## config.mk

```make
export PLATFORM = sky130hd
export DESIGN_NAME = muldiv_sequencer
export DESIGN_NICKNAME = d
export VERILOG_FILES = /design/src/rtl/muldiv_sequencer.sv
export SDC_FILE = /design/constraint.sdc
export NUM_CORES = 1
export LEC_CHECK = 0
export CAP_MARGIN = 5
export CORE_MARGIN = 2
export CORE_UTILIZATION = 65
export CTS_CLUSTER_SIZE = 16
export DETAILED_ROUTE_END_ITERATION = 10
export GPL_ROUTABILITY_DRIVEN = 1
export PLACE_DENSITY = 0.85
export SLEW_MARGIN = 25
export SYNTH_ARGS = -nofsm -noshare
export SYNTH_HDL_FRONTEND = slang
export SYNTH_SLANG_ARGS = --single-unit
```

## constraint.sdc

```tcl
create_clock -name clk -period 9.99 [get_ports clk]
set_input_delay 0.999 -clock clk [delete_from_list [all_inputs] [get_ports clk]]
set_output_delay 0.999 -clock clk [all_outputs]
set_load 0.01 [all_outputs]
```

## src/rtl/muldiv_sequencer.sv

```systemverilog
// ---------------------------------------------------------------------------
// muldiv_sequencer
//
// Iterative RV32M multiply/divide unit for the execute stage. It takes one
// operation at a time and runs it over a private adder:
//   - multiply: WIDTH-cycle shift-add of operand magnitudes
//   - divide:   WIDTH-cycle restoring division of operand magnitudes
// The sign fix-up happens in a final FIXUP cycle. While an operation is in
// flight the upstream pipeline is held through 'stall'.
//
// Ports
//   clk     in   rising-edge clock
//   rst_n   in   asynchronous active-low reset
//   start   in   request, qualified with Funct3/SrcA/SrcB
//   Funct3  in   000 MUL, 001 MULH, 010 MULHSU, 011 MULHU,
//                100 DIV, 101 DIVU, 110 REM, 111 REMU
//   SrcA    in   rs1 operand (multiplicand / dividend)
//   SrcB    in   rs2 operand (multiplier / divisor)
//   flush   in   synchronous abort from the pipeline
//   Result  out  registered result, held until the next completion
//   done    out  one-cycle pulse, Result valid in that cycle
//   busy    out  high whenever the sequencer is not idle
//   stall   out  combinational hold request for upstream stages
// ---------------------------------------------------------------------------
module muldiv_sequencer #(
  parameter int WIDTH = 32
) (
  input  logic             clk,
  input  logic             rst_n,
  input  logic             start,
  input  logic [2:0]       Funct3,
  input  logic [WIDTH-1:0] SrcA,
  input  logic [WIDTH-1:0] SrcB,
  input  logic             flush,
  output logic [WIDTH-1:0] Result,
  output logic             done,
  output logic             busy,
  output logic             stall
);

  localparam int CNT_W = (WIDTH > 1) ? $clog2(WIDTH) : 1;

  localparam logic [WIDTH-1:0] ZERO_W    = {WIDTH{1'b0}};
  localparam logic [WIDTH-1:0] ONES_W    = {WIDTH{1'b1}};
  localparam logic [WIDTH-1:0] MIN_NEG_W = {1'b1, {(WIDTH-1){1'b0}}};
  localparam logic [CNT_W-1:0] CNT_ZERO  = {CNT_W{1'b0}};
  localparam logic [CNT_W-1:0] CNT_ONE   = {{(CNT_W-1){1'b0}}, 1'b1};
  localparam logic [CNT_W-1:0] CNT_LOAD  = CNT_W'(WIDTH - 1);

  typedef enum logic [2:0] {
    IDLE  = 3'd0,
    PREP  = 3'd1,
    CALC  = 3'd2,
    FIXUP = 3'd3,
    DONE  = 3'd4
  } state_t;

  // Two's complement negation at WIDTH bits.
  function automatic logic [WIDTH-1:0] neg_w(input logic [WIDTH-1:0] v);
    return (~v) + {{(WIDTH-1){1'b0}}, 1'b1};
  endfunction

  // Two's complement negation at full product width.
  function automatic logic [2*WIDTH-1:0] neg_2w(input logic [2*WIDTH-1:0] v);
    return (~v) + {{(2*WIDTH-1){1'b0}}, 1'b1};
  endfunction

  // ---------------------------------------------------------------------
  // State and datapath registers
  // ---------------------------------------------------------------------
  state_t               state_r;
  state_t               state_s;
  logic [2:0]           funct3_r;
  logic [WIDTH-1:0]     a_r;
  logic [WIDTH-1:0]     b_r;
  logic                 sign_a_r;
  logic                 sign_b_r;
  logic [WIDTH-1:0]     mag_a_r;
  logic [WIDTH-1:0]     mag_b_r;
  logic [CNT_W-1:0]     cnt_r;
  logic [2*WIDTH-1:0]   prod_r;
  logic [WIDTH:0]       rem_r;
  logic [WIDTH-1:0]     quo_r;
  logic [WIDTH-1:0]     result_r;
  logic                 done_r;
  logic                 busy_r;

  // Operand decode / special-case detection (valid in PREP)
  logic                 signed_a_s;
  logic                 signed_b_s;
  logic                 sign_a_s;
  logic                 sign_b_s;
  logic [WIDTH-1:0]     mag_a_s;
  logic [WIDTH-1:0]     mag_b_s;
  logic                 div_zero_s;
  logic                 overflow_s;
  logic [WIDTH-1:0]     special_res_s;

  // Shared adder
  logic [WIDTH+1:0]     add_a_s;
  logic [WIDTH+1:0]     add_b_s;
  logic                 add_cin_s;
  logic [WIDTH+1:0]     add_sum_s;
  logic                 trial_neg_s;

  // Fix-up and result write
  logic [2*WIDTH-1:0]   prod_fix_s;
  logic [WIDTH-1:0]     quo_fix_s;
  logic [WIDTH-1:0]     rem_fix_s;
  logic [WIDTH-1:0]     fix_res_s;
  logic                 accept_s;
  logic                 wr_s;
  logic [WIDTH-1:0]     wr_val_s;

  assign accept_s = (state_r == IDLE) && start && !flush;

  // Operand signedness per opcode; MULHSU treats only rs1 as signed.
  always_comb begin
    signed_a_s = 1'b0;
    signed_b_s = 1'b0;
    case (funct3_r)
      3'b000, 3'b001, 3'b100, 3'b110: begin
        signed_a_s = 1'b1;
        signed_b_s = 1'b1;
      end
      3'b010: begin
        signed_a_s = 1'b1;
        signed_b_s = 1'b0;
      end
      default: begin
        signed_a_s = 1'b0;
        signed_b_s = 1'b0;
      end
    endcase
  end

  // Signs, magnitudes and the two divide short-cuts.
  always_comb begin
    sign_a_s   = signed_a_s & a_r[WIDTH-1];
    sign_b_s   = signed_b_s & b_r[WIDTH-1];
    mag_a_s    = sign_a_s ? neg_w(a_r) : a_r;
    mag_b_s    = sign_b_s ? neg_w(b_r) : b_r;
    div_zero_s = funct3_r[2] && (b_r == ZERO_W);
    // Only the signed forms (DIV, REM) can overflow.
    overflow_s = funct3_r[2] && !funct3_r[0] && (a_r == MIN_NEG_W) && (b_r == ONES_W);
    if (div_zero_s) begin
      special_res_s = funct3_r[1] ? a_r : ONES_W;
    end else begin
      special_res_s = funct3_r[1] ? ZERO_W : MIN_NEG_W;
    end
  end

  // Private adder: trial subtraction for divide, partial-product add for multiply.
  always_comb begin
    if (funct3_r[2]) begin
      // Shift the next dividend bit into the remainder and subtract the
      // divisor; the extra top bit flags a negative trial.
      add_a_s   = {rem_r, quo_r[WIDTH-1]};
      add_b_s   = ~{2'b00, mag_b_r};
      add_cin_s = 1'b1;
    end else begin
      add_a_s   = {2'b00, prod_r[2*WIDTH-1:WIDTH]};
      add_b_s   = prod_r[0] ? {2'b00, mag_a_r} : {(WIDTH+2){1'b0}};
      add_cin_s = 1'b0;
    end
    add_sum_s   = add_a_s + add_b_s + {{(WIDTH+1){1'b0}}, add_cin_s};
    trial_neg_s = add_sum_s[WIDTH+1];
  end

  // Sign restoration and output selection for the FIXUP cycle.
  always_comb begin
    prod_fix_s = (sign_a_r ^ sign_b_r) ? neg_2w(prod_r) : prod_r;
    quo_fix_s  = (sign_a_r ^ sign_b_r) ? neg_w(quo_r) : quo_r;
    // Remainder follows the sign of the dividend.
    rem_fix_s  = sign_a_r ? neg_w(rem_r[WIDTH-1:0]) : rem_r[WIDTH-1:0];
    case (funct3_r)
      3'b000:                 fix_res_s = prod_fix_s[WIDTH-1:0];
      3'b001, 3'b010, 3'b011: fix_res_s = prod_fix_s[2*WIDTH-1:WIDTH];
      3'b100, 3'b101:         fix_res_s = quo_fix_s;
      default:                fix_res_s = rem_fix_s;
    endcase
  end

  // Next-state logic and result write strobe.
  always_comb begin
    state_s  = state_r;
    wr_s     = 1'b0;
    wr_val_s = fix_res_s;
    case (state_r)
      IDLE: begin
        if (accept_s) begin
          state_s = PREP;
        end else begin
          state_s = IDLE;
        end
      end
      PREP: begin
        if (flush) begin
          state_s = IDLE;
        end else if (div_zero_s || overflow_s) begin
          state_s  = DONE;
          wr_s     = 1'b1;
          wr_val_s = special_res_s;
        end else begin
          state_s = CALC;
        end
      end
      CALC: begin
        if (flush) begin
          state_s = IDLE;
        end else if (cnt_r == CNT_ZERO) begin
          state_s = FIXUP;
        end else begin
          state_s = CALC;
        end
      end
      FIXUP: begin
        if (flush) begin
          state_s = IDLE;
        end else begin
          state_s = DONE;
          wr_s    = 1'b1;
        end
      end
      DONE: begin
        // The result is already committed, so a flush here changes nothing.
        state_s = IDLE;
      end
      default: begin
        state_s = IDLE;
      end
    endcase
  end

  // State register plus registered done/busy derived from the next state.
  always_ff @(posedge clk or negedge rst_n) begin
    if (!rst_n) begin
      state_r <= IDLE;
      done_r  <= 1'b0;
      busy_r  <= 1'b0;
    end else begin
      state_r <= state_s;
      done_r  <= (state_s == DONE);
      busy_r  <= (state_s != IDLE);
    end
  end

  // Operand capture, magnitude setup and the per-cycle iteration.
  always_ff @(posedge clk or negedge rst_n) begin
    if (!rst_n) begin
      funct3_r <= 3'b000;
      a_r      <= ZERO_W;
      b_r      <= ZERO_W;
      sign_a_r <= 1'b0;
      sign_b_r <= 1'b0;
      mag_a_r  <= ZERO_W;
      mag_b_r  <= ZERO_W;
      cnt_r    <= CNT_ZERO;
      prod_r   <= {(2*WIDTH){1'b0}};
      rem_r    <= {(WIDTH+1){1'b0}};
      quo_r    <= ZERO_W;
    end else begin
      case (state_r)
        IDLE: begin
          if (accept_s) begin
            funct3_r <= Funct3;
            a_r      <= SrcA;
            b_r      <= SrcB;
          end else begin
            funct3_r <= funct3_r;
          end
        end
        PREP: begin
          sign_a_r <= sign_a_s;
          sign_b_r <= sign_b_s;
          mag_a_r  <= mag_a_s;
          mag_b_r  <= mag_b_s;
          cnt_r    <= CNT_LOAD;
          // Multiplier sits in the low half and is consumed LSB first.
          prod_r   <= {ZERO_W, mag_b_s};
          // Dividend is shifted out of the quotient register MSB first.
          quo_r    <= mag_a_s;
          rem_r    <= {(WIDTH+1){1'b0}};
        end
        CALC: begin
          cnt_r <= cnt_r - CNT_ONE;
          if (funct3_r[2]) begin
            if (trial_neg_s) begin
              rem_r <= add_a_s[WIDTH:0];
              quo_r <= {quo_r[WIDTH-2:0], 1'b0};
            end else begin
              rem_r <= add_sum_s[WIDTH:0];
              quo_r <= {quo_r[WIDTH-2:0], 1'b1};
            end
          end else begin
            prod_r <= {add_sum_s[WIDTH:0], prod_r[WIDTH-1:1]};
          end
        end
        default: begin
          cnt_r <= cnt_r;
        end
      endcase
    end
  end

  // Result register, written only on completion.
  always_ff @(posedge clk or negedge rst_n) begin
    if (!rst_n) begin
      result_r <= ZERO_W;
    end else if (wr_s) begin
      result_r <= wr_val_s;
    end else begin
      result_r <= result_r;
    end
  end

  assign Result = result_r;
  assign done   = done_r;
  assign busy   = busy_r;
  // Stall must cover the accept cycle itself, so it is decoded from the
  // current state and the live request.
  assign stall  = accept_s || (state_r == PREP) || (state_r == CALC) || (state_r == FIXUP);

endmodule
```

==> Yosys cells after proc, flatten, opt, wreduce, memory -nomap -nowiden <==
Cells that the tools add are included.
{ "totals": {"ramBits": 0, "output_inout_bits": 35, "word_cells": 109, "n_memories": 0, "inputBits": 71, "romBits": 0, "latchBits": 0, "reg_bits": 304} }
{ "classes": {"n_div": 0, "order_cmp": 0, "n_bitwise": 9, "multipliers": 0, "shift": 0, "eq_ne": 14, "n_mux": 38, "n_reduce_logical": 25, "addsub": 8} }
{ "ops": {"columns": ["operator", "count"], "rows": [
  ["32-bit two-way mux", 12],
  ["32-bit by 1-bit adder with 32-bit output, second input constant", 4],
  ["64-bit two-way mux", 2],
  ["32-bit inverter", 4],
  ["64-bit case mux with 2 select lines", 1],
  ["32-bit case mux with 3 select lines", 1],
  ["34-bit two-way mux", 2],
  ["33-bit two-way mux", 2],
  ["33-bit case mux with 2 select lines", 1],
  ["64-bit by 1-bit adder with 64-bit output, second input constant", 1],
  ["32-bit equality test, second input constant", 2],
  ["64-bit inverter", 1],
  ["32-bit case mux with 2 select lines", 1],
  ["34-bit by 1-bit adder with 34-bit output", 1],
  ["34-bit adder", 1],
  ["32-bit inverter with 34-bit output", 1],
  ["32-bit zero test", 1],
  ["3-bit by 2-bit equality test with 1-bit output, second input constant", 4],
  ["3-bit equality test, second input constant", 4],
  ["3-bit case mux with 4 select lines", 1],
  ["5-bit case mux with 2 select lines", 1],
  ["1-bit two-way mux", 9],
  ["3-bit two-way mux", 3],
  ["3-bit by 1-bit equality test with 1-bit output, second input constant", 2],
  ["18 further kinds", 32]
]} }

==> Logic depth before layout (Yosys ltp) <==
{ "depth": {"ltp_word": 9, "depth_mapped": 19, "ltp_nobuf": 15} }

==> Least setup slack after synthesis <==
No wires, ideal clock.
{ "synth_timing": {"kind": "flip-flop to flip-flop", "startpoint": "register funct3_r[2]", "endpoint": "register rem_r[26]", "path_slack_ns": 5.519, "stages_incl_launch_ff": 16, "synth_period_minus_slack_ns": 4.471, "arrival_ns": 4.347, "required_ns": 9.866, "setup_ns": 0.124, "path_buffers": 5, "path_cell_list": "dfrtp_1 -> clkbuf_1 -> clkbuf_1 -> buf_1 -> mux2_2 -> fa_1 -> a211oi_1 -> o21ai_0 -> a31oi_1 -> nand3_1 -> a311oi_2 -> or3_1 -> clkbuf_1 -> clkbuf_1 -> nor4_1 -> a211o_1"} }
{ "synth_via": {"elab_chain_len": 6, "elab_cells_between_ends": 10, "classes_between": "add/sub: 2; eq/ne: 1; mux: 6; reduce/logical: 1"} }
{ "synth_rtl": {"columns": ["item", "line_no", "source"], "rows": [
  ["from (decl)", "73", "logic [2:0] funct3_r;"],
  ["from (signal assigned)", "266", "funct3_r <= Funct3;"],
  ["from (signal assigned)", "270", "funct3_r <= funct3_r;"],
  ["34-bit two-way mux", "155", "if (funct3_r[2]) begin"],
  ["34-bit adder", "166", "add_sum_s = add_a_s + add_b_s + {{(WIDTH+1){1'b0}}, add_cin_s};"],
  ["34-bit by 1-bit adder with 34-bit output", "166", null],
  ["33-bit two-way mux", "288", "if (trial_neg_s) begin"],
  ["33-bit two-way mux", "287", "if (funct3_r[2]) begin"],
  ["33-bit case mux with 2 select lines", "263", "case (state_r)"],
  ["to (signal assigned)", "260", "rem_r <= {(WIDTH+1){1'b0}};"],
  ["to (signal assigned)", "289", "rem_r <= add_a_s[WIDTH:0];"],
  ["to (signal assigned)", "292", "rem_r <= add_sum_s[WIDTH:0];"],
  ["to (decl)", "82", "logic [WIDTH:0] rem_r;"]
]} }
Parallel ways exist; a longest one is shown, timed or not. The select of a mux whose other input is x is not followed.
A chain may end at the register's enable or synchronous reset.

==> Final worst setup path <==
{ "layout_timing": {"startpoint": "register funct3_r[2]", "endpoint": "register rem_r[21]"} }
Same word-level chain as after synthesis.

==> impl_metrics.tcl <==
set metrics [dict create \
    antenna_found_initial 0 \
    worst-path-max-fanout 43 \
    drc 0 \
    slew_violations 0 \
    port_buffers 105 \
    syn_area_sq_um 20200 \
    synth_cell_types 87 \
    gp_congestion 1.03 \
    insertion_delay_ns 0.55 \
    fillers 2249 \
    final_common_cell "o21ai_0" \
    grt_pass1_wl_mm 111 \
    slew_headroom_pct 36.5 \
    grt_usage_pct 44.2 \
    synth_seq_area_share_pct 37.6 \
    synthArstFlopShare_pct 100 \
    path_cells "buf_4 > nor2_2 > buf_4 > nand2_1 > o21ai_0 > fa_1 > a211oi_1 > o21ai_0 > a31oi_1 > nand3_1 > a311oi_4 > or3_2 > o21ai_0 > a22o_1" \
    tightestPinTransition_ns 0.944 \
    cts_setup_buffers 0 \
    via_per_inst 7.11 \
    grt_overflow_total 0 \
    numPlacedInstances 2712 \
    cp.arrival_ns 5.32 \
    pwr-share-clk_pct 19.7 \
    min_path_type "reg2reg" \
    power_switching_mw 3.15 \
    syn_inst 2355 \
    cts_resized 0 \
    synth_ff_type "dfrtp_1" \
    critPathLaunchType "flip-flop" \
    vias 19700 \
    combPwrFrac_pct 45.0 \
    yosysWarnings 0 \
    die_area_sq_um 32500 \
    peakVddDrop_mv 0.203 \
    path_delay_family "compound AO/OA/AOI/OAI gates" \
    cpMostUsedCell "o21ai_0" \
    cts_tree "built" \
    path_class "reg2reg" \
    root_buffer "clkbuf_16" \
    drtIter0Drc 2682 \
    antenna_cells 0 \
    coreArea_sq_um 30600 \
    ys_seq_elements 304 \
    tns_ns 0 \
    preCtsSetupSlack_ns 4.62 \
    p_leak_nw 9.45 \
    max_stage_delay_ns 0.78 \
    outcome "finished, final reports clean" \
    clk_path_buf_depth 3 \
    area_delta_synth_final_pct 11.8 \
    nets 2468 \
    clock_sinks 304 \
    stdcell_count 2776 \
    critPathBufInv 2 \
    fp.dieW_um 180 \
    p_per_area_nw_per_um2 300 \
    die_h_um 180 \
    synth_fp_nets 2467 \
    dp_hpwl_mm 53.2 \
    setup_viol 0 \
    drtPass1Iterations 6 \
    grt_max_degree 87 \
    layout-drive-gt1-share_pct 10.1 \
    cp-end-kind "flip-flop" \
    crit_slowest_cell "a311oi_4" \
    first_global_vias 18600 \
    cts_hold_buffers 0 \
    layout_common_cells "330 x o21ai_0, 303 x dfrtp_1, 255 x nand2_1, 150 x nor2_1, 141 x a21oi_1" \
    max_freq_mhz 204 \
    swShare_pct 46.5 \
    post-route-period-util_pct 49.1 \
    hold_viol_final 0 \
    drt-total-wl_mm 73.5 \
    cp.required_ns 10.40 \
    pin_count 106 \
    seqPwrFrac_pct 35.3 \
    wl_per_cell_um 26.5 \
    rows 64 \
    timing.final.crit_period_ns 4.91 \
    worst_slack_ns 5.08 \
    internal-power_mw 3.62 \
    synth-edff-count 0 \
    fin_skew_ns 0.0275 \
    clk_pin_slew_worst_paths_ns 0.06 \
    rsz0062_at_grt "no" \
    start_util_pct 66.1 \
    cts-htree-levels 2 \
    avgSynthCellArea_sq_um 8.59 \
    ant_nets 0 \
    drv_cap 0 \
    cts_made_buffers 36 \
]
-- worst min-delay path: stages, from the launching register on --
cell and delay (ns):
dfrtp_1 0.35, nand2_1 0.05, nand2_1 0.06
-- per-layer routing --
layer | global-route usage [%] | share of wire (%) | wire, um
met3 | 8.87 | 11 | 8080
met2 | 67.3 | 44 | 32500
met5 | 0 | 0 | 0
met1 | 57.9 | 37 | 27200
met4 | 28.8 | 7.9 | 5810
-- layout make-up --
type	instances	area (sq um)	share of cell area [%]
multi-input combinational	1834	11800	52.4
tap	396	495	2.19
clock inverter	15	160	0.709
inverter	48	185	0.819
clock buffer	47	1010	4.48
timing repair buffer	132	1290	5.73
sequential	304	7610	33.7
-- flip-flops by register name (all words and copies together) (netlist names) --
signal and flops:
prod_r 64, rem_r 33, Result 32, a_r 32, b_r 32, mag_a_r 32
mag_b_r 32, quo_r 32, cnt_r 5, funct3_r 3, state_r 3, busy 1
done 1, sign_a_r 1, sign_b_r 1
-- cell usage after synthesis, types with 11 or more instances --
library cell | instances | area (sq um)
a31oi_1 | 27 | 169
clkbuf_1 | 135 | 507
nand2b_1 | 13 | 81.3
or4_1 | 25 | 188
xor2_1 | 111 | 972
nand4_1 | 24 | 150
a21oi_1 | 141 | 706
dfrtp_1 | 304 | 7610
o211ai_1 | 22 | 165
a22o_1 | 18 | 158
xnor2_1 | 84 | 736
buf_1 | 23 | 86.3
or2_2 | 11 | 68.8
and3_1 | 22 | 138
nand3_1 | 68 | 340
nor4_1 | 34 | 213
inv_1 | 46 | 173
mux2_2 | 102 | 1150
ha_1 | 39 | 488
a21o_1 | 18 | 135
o31ai_1 | 51 | 383
nor3_1 | 33 | 165
nor2_1 | 152 | 571
or3_1 | 29 | 181
o21ai_0 | 330 | 1650
o221ai_1 | 11 | 96.3
nand2_1 | 257 | 965
o41ai_1 | 29 | 254
-- power by group through the flow --
stage                     registers (mW)  logic, mW  clock network (mW)
after global routing                2.40       3.28                1.38
after floorplan                     2.02       2.06                   0
after detailed placement            2.34       2.93                   0
after global placement              2.33       2.85                   0
after CTS                           2.33       2.96                1.33
final                               2.39       3.05                1.33
-- through the flow --
step / power [mW] / utilization (%) / hold slack (ns) / area (sq um)
2_1_floorplan: 4.08 / - / 0.441 / 20200
3_3_place_gp: 5.18 / 69.8 / 0.460 / 21400
3_5_place_dp: 5.27 / 69.8 / 0.486 / 21400
4_1_cts: 6.62 / 73.7 / 0.498 / 22500
5_1_grt: 7.05 / 73.9 / 0.516 / 22600
6_report: 6.77 / 73.9 / 0.488 / 22600
-- worst paths after layout --
kind                             start   endpoint  slack (ns)  cells past startpoint
max                        funct3_r[2]  rem_r[21]        5.08                     14
min                          Result[6]  Result[6]        0.49                      2
max reg2reg                funct3_r[2]  rem_r[21]        5.08                     14
min reg2reg                  Result[6]  Result[6]        0.49                      2
max in group asynchronous        rst_n     b_r[3]        8.17                      2
min in group asynchronous        rst_n  rem_r[28]        0.50                      1
-- kinds of logic (layout without fill, tap and decap cells) --
logic type	count (synthesis)	count (layout)	share of synthesized area, %
AND/OR/NAND/NOR	714	714	17.3
multiplexers	112	112	6.18
AO/OA/AOI/OAI	772	772	23.6
XOR/XNOR	195	195	8.45
buffers and inverters	217	242	4.18
flip-flops	304	304	37.6
adder cells (fa/ha/maj)	41	41	2.61
Note: power is estimated with default switching activity, not from simulation.
